### config.mk
export PLATFORM = sky130hd
export DESIGN_NAME = morse_letter_tx
export DESIGN_NICKNAME = d
export VERILOG_FILES = /design/src/rtl/morse_pkg.sv /design/src/rtl/morse_tick_gen.sv /design/src/rtl/morse_letter_tx.sv
export SDC_FILE = /design/constraint.sdc
export NUM_CORES = 1
export LEC_CHECK = 0
export ABC_AREA = 1
export BUFFER_PORTS_ARGS = -buffer_cell sky130_fd_sc_hd__buf_2
export CORE_MARGIN = 10
export CORE_UTILIZATION = 55
export CTS_CLUSTER_DIAMETER = 60
export CTS_CLUSTER_SIZE = 16
export DETAILED_ROUTE_END_ITERATION = 8
export PLACE_DENSITY_LB_ADDON = 0.3
export SLEW_MARGIN = 20
export SYNTH_ARGS = -nofsm -noshare
export SYNTH_HDL_FRONTEND = slang
export SYNTH_HIERARCHICAL = 1
export SYNTH_SLANG_ARGS = --single-unit
### constraint.sdc
create_clock -name clk -period 2.3 [get_ports clk]
set_input_delay 0.23 -clock clk [delete_from_list [all_inputs] [get_ports clk]]
set_output_delay 0.23 -clock clk [all_outputs]
set_load 0.01 [all_outputs]
### src/rtl/morse_pkg.sv
// rtl/morse_pkg.sv - shared states, unit lengths and letter code table for the Morse transmitter
package morse_pkg;

    typedef enum logic [1:0] {
        IDLE  = 2'd0,
        MARK  = 2'd1,
        SPACE = 2'd2,
        WGAP  = 2'd3
    } state_t;

    localparam logic [1:0] DOT_UNITS   = 2'd1;
    localparam logic [1:0] DASH_UNITS  = 2'd3;
    localparam logic [1:0] SPACE_UNITS = 2'd1;
    localparam logic [1:0] WGAP_UNITS  = 2'd3;

    typedef struct packed {
        logic [3:0] pattern;
        logic [2:0] len;
    } code_t;

    // Pattern is left-aligned: bit 3 is the first symbol, 1 = dash.
    function automatic code_t morse_code(input logic [2:0] letter);
        code_t c;
        case (letter)
            3'd0:    c = {4'b0100, 3'd2};
            3'd1:    c = {4'b1000, 3'd4};
            3'd2:    c = {4'b1010, 3'd4};
            3'd3:    c = {4'b1000, 3'd3};
            3'd4:    c = {4'b0000, 3'd1};
            3'd5:    c = {4'b0010, 3'd4};
            3'd6:    c = {4'b1100, 3'd3};
            default: c = {4'b0000, 3'd4};
        endcase
        return c;
    endfunction

endpackage

### src/rtl/morse_tick_gen.sv
// rtl/morse_tick_gen.sv - free-running Morse unit tick with synchronous clear
module morse_tick_gen #(
    parameter int TICK_CYCLES = 25000000,
    parameter int TICK_W      = $clog2(TICK_CYCLES)
) (
    input  logic clk,
    input  logic reset,
    input  logic clr,
    output logic tick
);

    localparam logic [TICK_W-1:0] LAST = TICK_W'(TICK_CYCLES - 1);

    logic [TICK_W-1:0] cnt_q;

    always_ff @(posedge clk or negedge reset) begin
        if (!reset) begin
            cnt_q <= '0;
        end else if (clr || cnt_q == LAST) begin
            cnt_q <= '0;
        end else begin
            cnt_q <= cnt_q + 1'b1;
        end
    end

    assign tick = (cnt_q == LAST);

endmodule

### src/rtl/morse_letter_tx.sv
// rtl/morse_letter_tx.sv - serialises one Morse letter (A-H) onto tx; MORSE_REPEAT_EN adds word-gap repeat
module morse_letter_tx
    import morse_pkg::*;
#(
    parameter int TICK_CYCLES = 25000000,
    parameter int TICK_W      = $clog2(TICK_CYCLES)
) (
    input  logic       clk,
    input  logic       reset,
    input  logic       start,
    input  logic [2:0] letter,
    output logic       tx,
    output logic       busy,
    output logic       done
);

    state_t     state_q, state_d;
    logic [3:0] pat_q, pat_d;
    logic [2:0] len_q, len_d;
    logic [2:0] idx_q, idx_d;
    logic [1:0] unit_q, unit_d;
    logic       tx_q, tx_d;
    logic       busy_q, busy_d;
    logic       done_q, done_d;
    logic       tick;
    logic       clr;
    logic [1:0] mark_units;
    code_t      code;

    // Every state change restarts the unit timer so each phase is whole units long.
    assign clr = (state_d != state_q);

    morse_tick_gen #(
        .TICK_CYCLES(TICK_CYCLES),
        .TICK_W     (TICK_W)
    ) u_tick (
        .clk  (clk),
        .reset(reset),
        .clr  (clr),
        .tick (tick)
    );

    assign code       = morse_code(letter);
    assign mark_units = pat_q[3] ? DASH_UNITS : DOT_UNITS;

    always_comb begin
        state_d = state_q;
        pat_d   = pat_q;
        len_d   = len_q;
        idx_d   = idx_q;
        unit_d  = unit_q;
        tx_d    = tx_q;
        busy_d  = busy_q;
        done_d  = 1'b0;

        if (state_q != IDLE && tick) begin
            unit_d = unit_q + 2'd1;
        end

        case (state_q)
            IDLE: begin
                if (start) begin
                    pat_d   = code.pattern;
                    len_d   = code.len;
                    idx_d   = 3'd0;
                    unit_d  = 2'd0;
                    state_d = MARK;
                    tx_d    = 1'b1;
                    busy_d  = 1'b1;
                end
            end
            MARK: begin
                if (tick && unit_q == mark_units - 2'd1) begin
                    unit_d = 2'd0;
                    tx_d   = 1'b0;
                    if (idx_q == len_q - 3'd1) begin
                        done_d = 1'b1;
`ifdef MORSE_REPEAT_EN
                        if (start) begin
                            state_d = WGAP;
                        end else begin
                            state_d = IDLE;
                            busy_d  = 1'b0;
                        end
`else
                        state_d = IDLE;
                        busy_d  = 1'b0;
`endif
                    end else begin
                        state_d = SPACE;
                    end
                end
            end
            SPACE: begin
                if (tick && unit_q == SPACE_UNITS - 2'd1) begin
                    unit_d  = 2'd0;
                    pat_d   = {pat_q[2:0], 1'b0};
                    idx_d   = idx_q + 3'd1;
                    state_d = MARK;
                    tx_d    = 1'b1;
                end
            end
`ifdef MORSE_REPEAT_EN
            WGAP: begin
                if (tick && unit_q == WGAP_UNITS - 2'd1) begin
                    unit_d = 2'd0;
                    if (start) begin
                        pat_d   = code.pattern;
                        len_d   = code.len;
                        idx_d   = 3'd0;
                        state_d = MARK;
                        tx_d    = 1'b1;
                    end else begin
                        state_d = IDLE;
                        busy_d  = 1'b0;
                    end
                end
            end
`endif
            default: begin
                state_d = IDLE;
                unit_d  = 2'd0;
                tx_d    = 1'b0;
                busy_d  = 1'b0;
            end
        endcase
    end

    always_ff @(posedge clk or negedge reset) begin
        if (!reset) begin
            state_q <= IDLE;
            pat_q   <= 4'd0;
            len_q   <= 3'd0;
            idx_q   <= 3'd0;
            unit_q  <= 2'd0;
            tx_q    <= 1'b0;
            busy_q  <= 1'b0;
            done_q  <= 1'b0;
        end else begin
            state_q <= state_d;
            pat_q   <= pat_d;
            len_q   <= len_d;
            idx_q   <= idx_d;
            unit_q  <= unit_d;
            tx_q    <= tx_d;
            busy_q  <= busy_d;
            done_q  <= done_d;
        end
    end

    assign tx   = tx_q;
    assign busy = busy_q;
    assign done = done_q;

endmodule
Yosys cells after proc, flatten, opt, wreduce, memory -nomap -nowiden --
Cells that the tools add are included.
Word-level totals: memories kept 0, memory bits (read-only) 0, register bits 42, logic and storage cells 73, bits of input ports 6, RAM bits 0, bits in latches 0
Cells by class: $add $sub $neg 5, equality and inequality tests 16, $lt $le $gt $ge 0, bitwise logic cells 1, shifts and indexed selects 0, mux-type cells 29, divide/modulo/power cells 0, multiply operators 0, reduce and logical (&&, ||, !) cells 13
Operator list (count):
- 7-bit case mux with 7 select lines | 1
- 25-bit by 1-bit adder with 25-bit output, second input constant | 1
- 25-bit == test, second input constant | 1
- 25-bit 2-to-1 mux | 1
- 2-bit 2-to-1 mux | 9
- 2-bit case mux with 3 select lines | 2
- 3-bit == test, second input constant | 3
- 1-bit 2-to-1 mux | 8
- 4-bit 2-to-1 mux | 2
- 2-bit != test, second input constant | 4
- 4-bit case mux with 2 select lines | 1
- 3-bit by 2-bit == test with 1-bit output, second input constant | 2
- 3-bit 2-to-1 mux | 2
- 1-bit case mux with 3 select lines | 2
- 3-bit case mux with 2 select lines | 1
- 3-bit AND reduction | 2
- 2-bit logical NOT | 2
- 4-bit AND reduction | 1
- 2-bit nonzero test | 2
- 3-bit by 1-bit adder with 3-bit output, second input constant | 1
- 3-bit by 1-bit == test with 1-bit output, second input constant | 1
- 3-bit == test | 1
- 1-bit logical AND | 3
- 3-bit logical NOT | 1
- 10 further kinds | 10

Longest topological paths before layout --
word-level depth 9, mapped depth 14, mapped depth without buffers 13

Hierarchy --
Netlist, hierarchy kept.
By module, submodules not included:
- morse_tick_gen | area each 1500.2 um^2, instances 1, cells an instance 217
- morse_letter_tx | area each 910.9 um^2, instances 1, cells an instance 119

Worst setup path after synthesis --
OpenSTA, ideal clock, no wires.
path kind flip-flop to flip-flop, from register u_tick.cnt_q[0], to register u_tick.cnt_q[0], period minus slack after synthesis 2.249 ns, path slack 0.051 ns, buffers on the path 1, stages on the path, launching flop included 12, arrival time 2.126 ns, required time 2.178 ns, cell sequence dfrtp_1 -> ha_1 -> nand2_2 -> nor4_1 -> nand2_1 -> o21ai_4 -> inv_4 -> nand2_2 -> inv_1 -> nand2_4 -> buf_6 -> nor2_1
Between the ends: longest elaborated chain between the ends 7, elaborated cells between the ends (all ways) 10, those cells by class 1 x add/sub; 2 x eq/ne; 4 x mux; 3 x reduce/logical
RTL lines:
- from (decl) | line morse_tick_gen.sv:14 | logic [TICK_W-1:0] cnt_q;
- from (signal assigned) | line morse_tick_gen.sv:22 | cnt_q <= cnt_q + 1'b1;
- 25-bit == test * | line morse_tick_gen.sv:26 | assign tick = (cnt_q == LAST);
- via tick | line morse_letter_tx.sv:25 | logic tick;
- 1-bit logical AND (on tied branches) | line morse_letter_tx.sv:95, morse_letter_tx.sv:73
- 2-bit 2-to-1 mux (on tied branches) | line morse_letter_tx.sv:95, morse_letter_tx.sv:73
- 2-bit case mux with 3 select lines * | line morse_letter_tx.sv:60 | case (state_q)
- 2-bit != test * | line morse_letter_tx.sv:31 | assign clr = (state_d != state_q);
- via clr | line morse_letter_tx.sv:26 | logic clr;
- 1-bit logical OR * | line morse_tick_gen.sv:19 | end else if (clr || cnt_q == LAST) begin
- 25-bit 2-to-1 mux * | line morse_tick_gen.sv:19
Mark *: on every way through the listed nets, which the timed path passes. The rest lies on a longest branch. A chain may end at the register's enable or synchronous reset.

Final worst setup path --
from register u_tick.cnt_q[21], to register u_tick.cnt_q[14]
Same word-level chain as after synthesis.

==> results.sh <==
export IMPL_global_route_overflow_total=0
export IMPL_globalRouteTotalUtil=0.149
export IMPL_path_clk_slew_ns=0.08
export IMPL_routed_wl_mm=5.83
export IMPL_cpMostUsedCell="sky130_fd_sc_hd__nand2_2"
export IMPL_number_of_design_rule_violations_left_by_the_first_detailed_router_iteration=158
export IMPL_number_of_port_buffers=8
export IMPL_setup_viol_count_final=0
export IMPL_timing_critical_path_cells="nand2_1 > nor2_2 > nand3_2 > nor4_4 > buf_4 > inv_2 > nor2_2 > nand3_2 > nand2_2 > nand2_2 > nand2_2 > clkinvlp_4 > buf_12 > nand2_4 > nor2_1"
export IMPL_run_status="complete, no violations"
export IMPL_reg2regPathDepth=15
export IMPL_p_comb_frac=0.023
export IMPL_via_per_inst=5.25
export IMPL_drt_wirelength_per_cell_um=13.7
export IMPL_route_antenna_remaining_nets=0
export IMPL_floorplan_die_width_um=86.2
export IMPL_ys_warn_count=6
export IMPL_finalHoldViolations=0
export IMPL_slew_limit_headroom=0.394
export IMPL_gp_congestion=0.903
export IMPL_synthesis_area_mm2=0.00241
export IMPL_io_pins=9
export IMPL_power_density_mw_per_mm2=424
export IMPL_crit_path_largest_cell_delay_ns=0.41
export IMPL_yosys_register_bits=41
export IMPL_syn_num_nets=346
export IMPL_synth_cells=336
export IMPL_clock_power_share=0.386
export IMPL_post_layout_min_period_ns=2.17
export IMPL_layout_cells_most_common_list="sky130_fd_sc_hd__nand2_1 (102), sky130_fd_sc_hd__nor2_1 (63), sky130_fd_sc_hd__dfrtp_1 (40)"
export IMPL_final_common_cell="sky130_fd_sc_hd__nand2_1"
export IMPL_worst_path_max_fanout=6
export IMPL_swShare=0.229
export IMPL_count_of_nets_after_finishing=384
export IMPL_worst_endpoint_required_ns=2.48
export IMPL_fin_total_pwr_mw=1.22
export IMPL_cts_inserted_buffers=5
export IMPL_route_detailed_drc=0
export IMPL_peakVddDrop_mv=0.377
export IMPL_max_clock_freq_ghz=0.461
export IMPL_final_min_period_over_clock_period=0.943
export IMPL_floorplan_initialDensity=0.561
export IMPL_worst_path_dominant_cell_family="simple AND/OR/NAND/NOR gates"
export IMPL_worstSetupStartpoint="u_tick/cnt_q[21]$_DFF_PN0_"
export IMPL_leakage_nw=1.34
export IMPL_cp_buffers_inverters=4
export IMPL_timing_hold_ws_ns=0.0593
export IMPL_timing_setup_critical_path_class="reg2reg"
export IMPL_antennaDiodeCount=0
export IMPL_dp_hpwl_mm=3.91
export IMPL_max_cap_violations=0
export IMPL_drv_slew=0
export IMPL_number_of_clock_sinks=41
export IMPL_synth_seq_area_share=0.426
export IMPL_drt_first_pass_iters=5
export IMPL_seq_power_share=0.591
export IMPL_area_growth_pct=19.3
export IMPL_core_region_area_mm2=0.00429
export IMPL_kind_of_path_behind_the_tightest_hold_check="in2async"
export IMPL_clock_latency_reported_for_the_late_side_of_the_worst_skew_pair_ns=0.30
export IMPL_grt_antenna_before_repair=0
export IMPL_via_count_of_the_first_global_routing_pass=2115
export IMPL_critical_path_slowest_cell="sky130_fd_sc_hd__dfrtp_1"
export IMPL_grt_first_pass_wirelength_mm=9.11
export IMPL_timing_worst_slew_pin_value_ns=0.908
export IMPL_cts_root_to_sink_buffers=2
export IMPL_clk_root_buffer_cell="sky130_fd_sc_hd__clkbuf_8"
export IMPL_p_sw_uw=279
export IMPL_synthDistinctLibCells=31
export IMPL_rows=24
export IMPL_detailroute_via_count=2243
export IMPL_rrSetupSlack_ns=0.13
export IMPL_cts_tree="yes"
export IMPL_h_tree_depth=2
export IMPL_die_area_mm2=0.00743
export IMPL_cp_arrival_ns=2.35
export IMPL_internal_power_uw=940
export IMPL_post_route_cells_drive_above_1_share=0.203
export IMPL_end_kind="flip-flop"
export IMPL_startpoint_type="flip-flop"
export IMPL_pin_count_of_the_biggest_net_entering_global_routing=42
export IMPL_clock_skew_final_ns=0.00485
export IMPL_post_synth_cell_area_avg_um2=7.18
export IMPL_launch_point_of_the_worst_reg_to_reg_path="u_tick/cnt_q[21]$_DFF_PN0_"
export IMPL_reg2reg_to="u_tick/cnt_q[14]$_DFF_PN0_"
export IMPL_dieHeight_um=86.2
[cell usage after synthesis]
master	count	area share
sky130_fd_sc_hd__nand2_2	4	0.010
sky130_fd_sc_hd__nand2_1	107	0.17
sky130_fd_sc_hd__nand4_1	2	0.0052
sky130_fd_sc_hd__nor2_2	6	0.016
sky130_fd_sc_hd__nand2_4	1	0.0047
sky130_fd_sc_hd__a21oi_2	1	0.0036
sky130_fd_sc_hd__o22ai_1	1	0.0026
sky130_fd_sc_hd__ha_1	4	0.021
sky130_fd_sc_hd__nor3_2	1	0.0042
sky130_fd_sc_hd__xor2_1	10	0.036
sky130_fd_sc_hd__nor3_1	1	0.0021
sky130_fd_sc_hd__a31oi_1	1	0.0026
sky130_fd_sc_hd__inv_4	1	0.0026
sky130_fd_sc_hd__nand3_1	18	0.037
sky130_fd_sc_hd__inv_2	3	0.0047
sky130_fd_sc_hd__a22o_1	1	0.0036
sky130_fd_sc_hd__o31ai_1	1	0.0031
sky130_fd_sc_hd__nor3b_1	1	0.0031
sky130_fd_sc_hd__dfrtp_1	41	0.43
sky130_fd_sc_hd__nand3_2	2	0.0083
sky130_fd_sc_hd__a22oi_1	1	0.0031
sky130_fd_sc_hd__o21ai_4	1	0.0067
sky130_fd_sc_hd__a21oi_1	3	0.0062
sky130_fd_sc_hd__inv_1	37	0.058
sky130_fd_sc_hd__o21ai_1	8	0.017
sky130_fd_sc_hd__xnor2_1	7	0.025
sky130_fd_sc_hd__nor4_1	1	0.0026
sky130_fd_sc_hd__buf_8	1	0.0062
sky130_fd_sc_hd__buf_6	1	0.0047
sky130_fd_sc_hd__o21ai_0	1	0.0021
sky130_fd_sc_hd__nor2_1	68	0.11
[stage by stage]
stage,cell area (um2),TNS (ns),util,setup WS [ns],std cells
3_5_place_dp,2530,0,0.590,0.116,400
2_1_floorplan,2410,0,-,0.0512,336
5_1_grt,2880,-0.00856,0.670,-0.00487,427
6_report,2880,0,0.670,0.132,427
4_1_cts,2620,0,0.611,0.0735,408
3_3_place_gp,2530,0,0.590,0.153,400
[registers in the layout (all words and copies together), names as in the netlist]
name          flops
u_tick/cnt_q     25
idx_q             3
len_q             3
pat_q             3
state_q           2
unit_q            2
busy              1
done              1
tx                1
[cell families (layout without fill, tap and decap cells)]
kind of cell | after synthesis | count (layout) | share of synthesized area
flops | 41 | 41 | 0.426
compound gates | 19 | 19 | 0.0503
buf+inv | 43 | 79 | 0.0758
simple gates | 212 | 215 | 0.366
xor+xnor | 17 | 17 | 0.0618
fa+ha+maj | 4 | 4 | 0.0208
[power by group through the flow]
stage	logic [mW]	clock network [mW]	registers (mW)
3_3_place_gp	0.0281	0	0.734
3_5_place_dp	0.0294	0	0.734
4_1_cts	0.0294	0.488	0.720
6_report	0.0280	0.471	0.720
2_1_floorplan	0.00651	0	0.735
5_1_grt	0.0331	0.507	0.720
[cell type report]
class                           instances  area (um2)
Fill cell                             381        1420
Sequential cell                        41        1030
Clock buffer                            6        72.6
Timing Repair Buffer                   30         218
Inverter                               41         160
Tap cell                               52        65.1
Clock inverter                          2        15.0
Multi-Input combinational cell        255        1320
[worst max path at each step]
| stage | depth (start not counted) | endpoint |
|---|---|---|
| after global placement | 12 | u_tick/cnt_q[12]$_DFF_PN0_ |
| after detailed placement | 14 | u_tick/cnt_q[24]$_DFF_PN0_ |
| after floorplan | 11 | u_tick/cnt_q[0]$_DFF_PN0_ |
| after global routing | 15 | u_tick/cnt_q[23]$_DFF_PN0_ |
| after CTS | 14 | u_tick/cnt_q[20]$_DFF_PN0_ |
| final | 15 | u_tick/cnt_q[14]$_DFF_PN0_ |
[layer usage]
metal / up-vias / global-route usage / routed length, um
met2: 75 / 0.265 / 2970
met4: 0 / 0.0486 / 172
met1: 1033 / 0.173 / 2380
met5: - / 0 / 0
met3: 20 / 0.0338 / 306
li1: 1115 / - / -
[repair_timing]
action                                  4_1_cts  5_1_grt
setup buffers                                 0       16
hold buffers                                  0        0
gates resized for setup                       0       22
endpoints found under the setup margin        0       25
No activity file was read; power rests on OpenSTA's default activity.
